File: src/rtl/pulse_channel_scheduler.sv
// pulse_channel_scheduler
//   Multi-channel periodic-pulse controller. A shared prescaler divides clk
//   down to a base tick. Each output channel is independently configured at
//   run time to OFF, SOLID, free-running BLINK or a counted BURST.
//
// Ports
//   clk        system clock, all state on posedge
//   rst        synchronous reset, active-low
//   cfg_valid  config write request
//   cfg_ready  config write can be accepted this cycle (low in tick cycles)
//   cfg_chan   target channel; values >= NCH handshake but are ignored
//   cfg_mode   00 OFF, 01 SOLID, 10 BLINK, 11 BURST
//   cfg_period half-period in ticks (0 treated as 1)
//   cfg_count  BURST: number of high pulses
//   tick       one-clk pulse per base tick
//   out        channel outputs
//   busy       channel is blinking or running a burst
//   done       one-clk pulse when a burst completes
module pulse_channel_scheduler #(
  parameter int unsigned PRESCALE = 50000,
  parameter int unsigned NCH      = 4,
  parameter int unsigned PW       = 16,
  parameter int unsigned CW       = 8,
  localparam int unsigned CHW     = (NCH > 1) ? $clog2(NCH) : 1,
  localparam int unsigned PSW     = $clog2(PRESCALE)
) (
  input  logic            clk,
  input  logic            rst,
  input  logic            cfg_valid,
  output logic            cfg_ready,
  input  logic [CHW-1:0]  cfg_chan,
  input  logic [1:0]      cfg_mode,
  input  logic [PW-1:0]   cfg_period,
  input  logic [CW-1:0]   cfg_count,
  output logic            tick,
  output logic [NCH-1:0]  out,
  output logic [NCH-1:0]  busy,
  output logic [NCH-1:0]  done
);

  typedef enum logic [1:0] {
    ModeOff   = 2'b00,
    ModeSolid = 2'b01,
    ModeBlink = 2'b10,
    ModeBurst = 2'b11
  } mode_e;

  // Shared prescaler
  logic [PSW-1:0] r_presc;
  logic           r_run;      // low only in the cycle right after reset
  logic           w_tick;
  logic           w_accept;
  logic [PW-1:0]  w_per_eff;

  assign w_tick    = (r_presc == PSW'(PRESCALE - 1));
  assign tick      = w_tick;
  // Writes are held off during tick cycles so a channel never sees both.
  assign cfg_ready = r_run & ~w_tick;
  assign w_accept  = cfg_valid & cfg_ready;
  assign w_per_eff = (cfg_period == '0) ? PW'(1) : cfg_period;

  always_ff @(posedge clk) begin
    if (!rst) begin
      r_presc <= '0;
      r_run   <= 1'b0;
    end else begin
      r_run <= 1'b1;
      if (w_tick) begin
        r_presc <= '0;
      end else begin
        r_presc <= r_presc + 1'b1;
      end
    end
  end

  // Per-channel state
  mode_e          r_mode [NCH];
  logic [PW-1:0]  r_per  [NCH];  // effective half-period, always >= 1 once loaded
  logic [PW-1:0]  r_cnt  [NCH];
  logic [CW:0]    r_rem  [NCH];  // toggles left in a burst (2 per pulse)
  logic [NCH-1:0] r_out;
  logic [NCH-1:0] r_busy;
  logic [NCH-1:0] r_done;

  assign out  = r_out;
  assign busy = r_busy;
  assign done = r_done;

  always_ff @(posedge clk) begin
    if (!rst) begin
      for (int i = 0; i < int'(NCH); i++) begin
        r_mode[i] <= ModeOff;
        r_per[i]  <= '0;
        r_cnt[i]  <= '0;
        r_rem[i]  <= '0;
      end
      r_out  <= '0;
      r_busy <= '0;
      r_done <= '0;
    end else begin
      for (int i = 0; i < int'(NCH); i++) begin
        r_done[i] <= 1'b0;
        if (w_accept && (cfg_chan == CHW'(i))) begin
          // A rewrite replaces all state; an aborted burst gets no done.
          r_mode[i] <= mode_e'(cfg_mode);
          r_per[i]  <= w_per_eff;
          r_cnt[i]  <= '0;
          r_rem[i]  <= '0;
          unique case (mode_e'(cfg_mode))
            ModeOff: begin
              r_out[i]  <= 1'b0;
              r_busy[i] <= 1'b0;
            end
            ModeSolid: begin
              r_out[i]  <= 1'b1;
              r_busy[i] <= 1'b0;
            end
            ModeBlink: begin
              r_out[i]  <= 1'b0;
              r_busy[i] <= 1'b1;
            end
            ModeBurst: begin
              r_out[i] <= 1'b0;
              r_rem[i] <= {cfg_count, 1'b0};
              if (cfg_count == '0) begin
                // Empty burst completes immediately.
                r_busy[i] <= 1'b0;
                r_done[i] <= 1'b1;
                r_mode[i] <= ModeOff;
              end else begin
                r_busy[i] <= 1'b1;
              end
            end
          endcase
        end else if (w_tick && r_busy[i]) begin
          if (r_cnt[i] == r_per[i] - 1'b1) begin
            r_cnt[i] <= '0;
            r_out[i] <= ~r_out[i];
            if (r_mode[i] == ModeBurst) begin
              r_rem[i] <= r_rem[i] - 1'b1;
              // Last toggle is always a falling edge since r_rem starts even.
              if (r_rem[i] == (CW + 1)'(1)) begin
                r_busy[i] <= 1'b0;
                r_done[i] <= 1'b1;
                r_mode[i] <= ModeOff;
              end
            end
          end else begin
            r_cnt[i] <= r_cnt[i] + 1'b1;
          end
        end
      end
    end
  end

endmodule

File: config.mk
export PLATFORM = sky130hd
export DESIGN_NAME = pulse_channel_scheduler
export DESIGN_NICKNAME = d
export VERILOG_FILES = /design/src/rtl/pulse_channel_scheduler.sv
export SDC_FILE = /design/constraint.sdc
export NUM_CORES = 1
export LEC_CHECK = 0
export ABC_AREA = 0
export BUFFER_PORTS_ARGS = -buffer_cell sky130_fd_sc_hd__buf_2
export CORE_MARGIN = 5
export CORE_UTILIZATION = 40
export CTS_BUF_LIST = sky130_fd_sc_hd__clkbuf_8 sky130_fd_sc_hd__clkbuf_16
export CTS_CLUSTER_DIAMETER = 60
export DETAILED_ROUTE_END_ITERATION = 10
export PLACE_DENSITY = 0.65
export SLEW_MARGIN = 20
export SYNTH_ARGS = -nofsm -noshare
export SYNTH_HDL_FRONTEND = slang
export SYNTH_SLANG_ARGS = --single-unit
export TNS_END_PERCENT = 5
File: constraint.sdc
create_clock -name clk -period 4.5 [get_ports clk]
set_input_delay 0.225 -clock clk [delete_from_list [all_inputs] [get_ports clk]]
set_output_delay 0.225 -clock clk [all_outputs]
set_load 0.02 [all_outputs]
==> results.json <==
{
  "first_iter_violations": 729,
  "rows": 63,
  "finalWirelength_mm": 29.2,
  "hold_viol_final": 0,
  "clockBufferDepth": 3,
  "clock_latency_ns": 0.52,
  "io_pins": 45,
  "antenna_cells": 0,
  "end_kind": "flip-flop",
  "tns_ns": 0,
  "yosysTopAreaCellShare": 0.429,
  "clk_pin_slew_worst_paths_ns": 0.06,
  "core_sq_um": 29700,
  "async_flop_share": 0,
  "power_mw": 4.64,
  "grt_setup_unrepaired": "false",
  "finalCritPeriodShare": 0.883,
  "viasPerCell": 5.68,
  "synth.area.top_cells": "edfxtp_1 43%, xnor2_1 6.4%, xor2_1 5.7%",
  "overflow": 0,
  "antenna_found_initial": 1,
  "critPathSlowestCell": "nor4b_1",
  "fin_nets": 1276,
  "cp_num_buf_inv": 1,
  "max_cap_violations": 0,
  "tritoncts": "yes",
  "slowest_delay_ns": 0.69,
  "grt_usage": 0.169,
  "clock_skew_ns": 0.0150,
  "die_w_um": 184,
  "htree_levels": 1,
  "drtAntennaViolNets": 0,
  "critPathLaunchType": "flip-flop",
  "synth_top_area_cell": "edfxtp_1",
  "p_per_area_nw_per_um2": 343,
  "critPathMostFrequentCell": "nor4_1",
  "ys_warn_count": 0,
  "dominantRegCellSynth": "edfxtp_1",
  "grt_pass1_wl_mm": 47.4,
  "first_pass_iters": 5,
  "cts_made_buffers": 27,
  "syn_inst": 1190,
  "syn_nets": 1238,
  "die_area_sq_um": 33700,
  "slew_headroom": 0.303,
  "vias": 9311,
  "cts_setup_buffers": 0,
  "whs_ns": 0.0743,
  "numClockSinks": 201,
  "drive_above_1_share": 0.103,
  "grt_max_degree": 44,
  "arrival_ns": 4.15,
  "synth_edf_count": 172,
  "critPathTopFamily": "simple AND/OR/NAND/NOR gates",
  "die_h_um": 184,
  "hold_class": "in -> reg",
  "syn_to_final_growth_pct": 12.1,
  "dpl.cell_count": 1587,
  "fmax_mhz": 252,
  "port_buffers": 44,
  "ir_worst_vdd_v": 0.000252,
  "cts_hold_buf": 2,
  "drc_errors": 0,
  "grt_pass1_vias": 8925,
  "synthesis.area_sq_um": 12100,
  "drv_slew": 0,
  "cts_resized": 0,
  "cp_max_fo": 11,
  "p_leak_nw": 4.88,
  "dpl.hpwl_mm": 20.7,
  "path_class": "reg -> reg",
  "crit_chain": "inv_1 -> ha_1 -> nor4b_1 -> a22oi_1 -> nor4_1 -> nand3_1 -> nor4_1 -> nand4_1 -> nand2_1",
  "ys_types": 85,
  "place.gp.congestion": 0.872,
  "setup_violations": 0,
  "yosysSeqAreaShare": 0.477,
  "initial_utilization": 0.405,
  "syn_avg_cell_area_sq_um": 10.1,
  "ys_seq_elements": 201,
  "fin_cells": 1638,
  "tightest_slew_ns": 1.04,
  "root_buffer": "clkbuf_16",
  "crit_required_ns": 4.68,
  "status": "finished, final reports clean",
  "avgRoutedWirePerCell_um": 17.8,
  "min_period_ns": 3.97
}
==> placed cells by master (no fill, tap or decap), types with 29 or more instances in the layout <==
master | netlist | routed
buf_2 | 3 | 44
nor2_1 | 117 | 117
nor4_1 | 65 | 65
and3_1 | 59 | 59
dfxtp_1 | 29 | 29
xor2_1 | 79 | 79
inv_1 | 42 | 48
nand2_1 | 90 | 90
nor3_1 | 44 | 43
edfxtp_1 | 172 | 172
xnor2_1 | 88 | 88
nand3_1 | 52 | 52
and2_1 | 37 | 37
==> path summary, 6_finish.rpt <==
path | start | end | slack [ns] | depth (start not counted)
hold reg to reg | r_presc[0]$_SDFF_PP0_ | r_presc[0]$_SDFF_PP0_ | 0.45 | 1
setup / recovery | r_per[3][0]$_SDFFCE_PN0P_ | r_rem[3][4]$_DFFE_PP_ | 0.53 | 9
hold / removal | cfg_mode[0] | out[2]$_SDFFE_PN0P_ | 0.07 | 3
setup reg to reg | r_per[3][0]$_SDFFCE_PN0P_ | r_rem[3][4]$_DFFE_PP_ | 0.53 | 9
==> cells by family (layout without fill, tap and decap cells) <==
logic type | after synthesis | after routing | share of synthesized area
muxes | 7 | 7 | 0.00602
xor gates and xnor gates | 168 | 168 | 0.123
buffers and inverters | 89 | 147 | 0.0296
DFF | 201 | 201 | 0.477
adders and majority gates | 17 | 17 | 0.0177
and+or+nand+nor | 572 | 572 | 0.261
AOI/OAI and AO/OA | 136 | 136 | 0.0862
==> layer usage <==
metal,track usage,vias up,wire length (um)
li1,-,4516,-
met1,0.245,4495,13900
met2,0.268,252,13200
met3,0.0273,46,1600
met4,0.0375,2,546
met5,0,-,7
==> state kept, by name, indices dropped and copies added (netlist names) <==
name     flops
busy         4
done         4
out          4
r_cnt       64
r_mode       8
r_per       64
r_presc     16
r_rem       36
r_run        1
==> cell type report <==
| type | count | area (sq um) |
|---|---|---|
| Multi-Input combinational cell | 900 | 5960 |
| Sequential cell | 201 | 5750 |
| Inverter | 44 | 165 |
| Timing Repair Buffer | 54 | 300 |
| Tap cell | 390 | 488 |
| Fill cell | 2792 | 16200 |
| Clock buffer | 30 | 717 |
| Clock inverter | 19 | 138 |
==> worst register-to-register path, stage by stage (launching register included) <==
cell,delay [ns]
edfxtp_1,0.43
inv_1,0.08
ha_1,0.22
nor4b_1,0.69
a22oi_1,0.20
nor4_1,0.42
nand3_1,0.14
nor4_1,0.42
nand4_1,0.51
nand2_1,0.51
==> where the power goes <==
part | internal (mW) | total, mW | switching (mW)
Combinational | 0.157 | 0.416 | 0.259
Sequential | 2.10 | 2.19 | 0.0946
Clock | 1.20 | 2.03 | 0.825
Total | 3.46 | 4.64 | 1.18
==> Yosys cell counts (18+ instances only) <==
cell type / count
xor2_1: 79
a21oi_1: 18
nand2_1: 90
inv_1: 42
edfxtp_1: 172
dfxtp_1: 29
and2_1: 37
nand3_1: 52
clkbuf_1: 38
o21ai_0: 24
and3_1: 59
xnor2_1: 88
nor2_1: 117
nor3_1: 44
nor4_1: 65
==> through the flow <==
step | setup WS [ns] | cell area [sq um] | util
2_1_floorplan | 1.23 | 12100 | -
3_3_place_gp | 0.762 | 12600 | 0.425
3_5_place_dp | 0.578 | 12600 | 0.425
4_1_cts | 0.565 | 13500 | 0.455
5_1_grt | 0.151 | 13500 | 0.455
6_report | 0.527 | 13500 | 0.455
No activity file was read; power rests on OpenSTA's default activity.
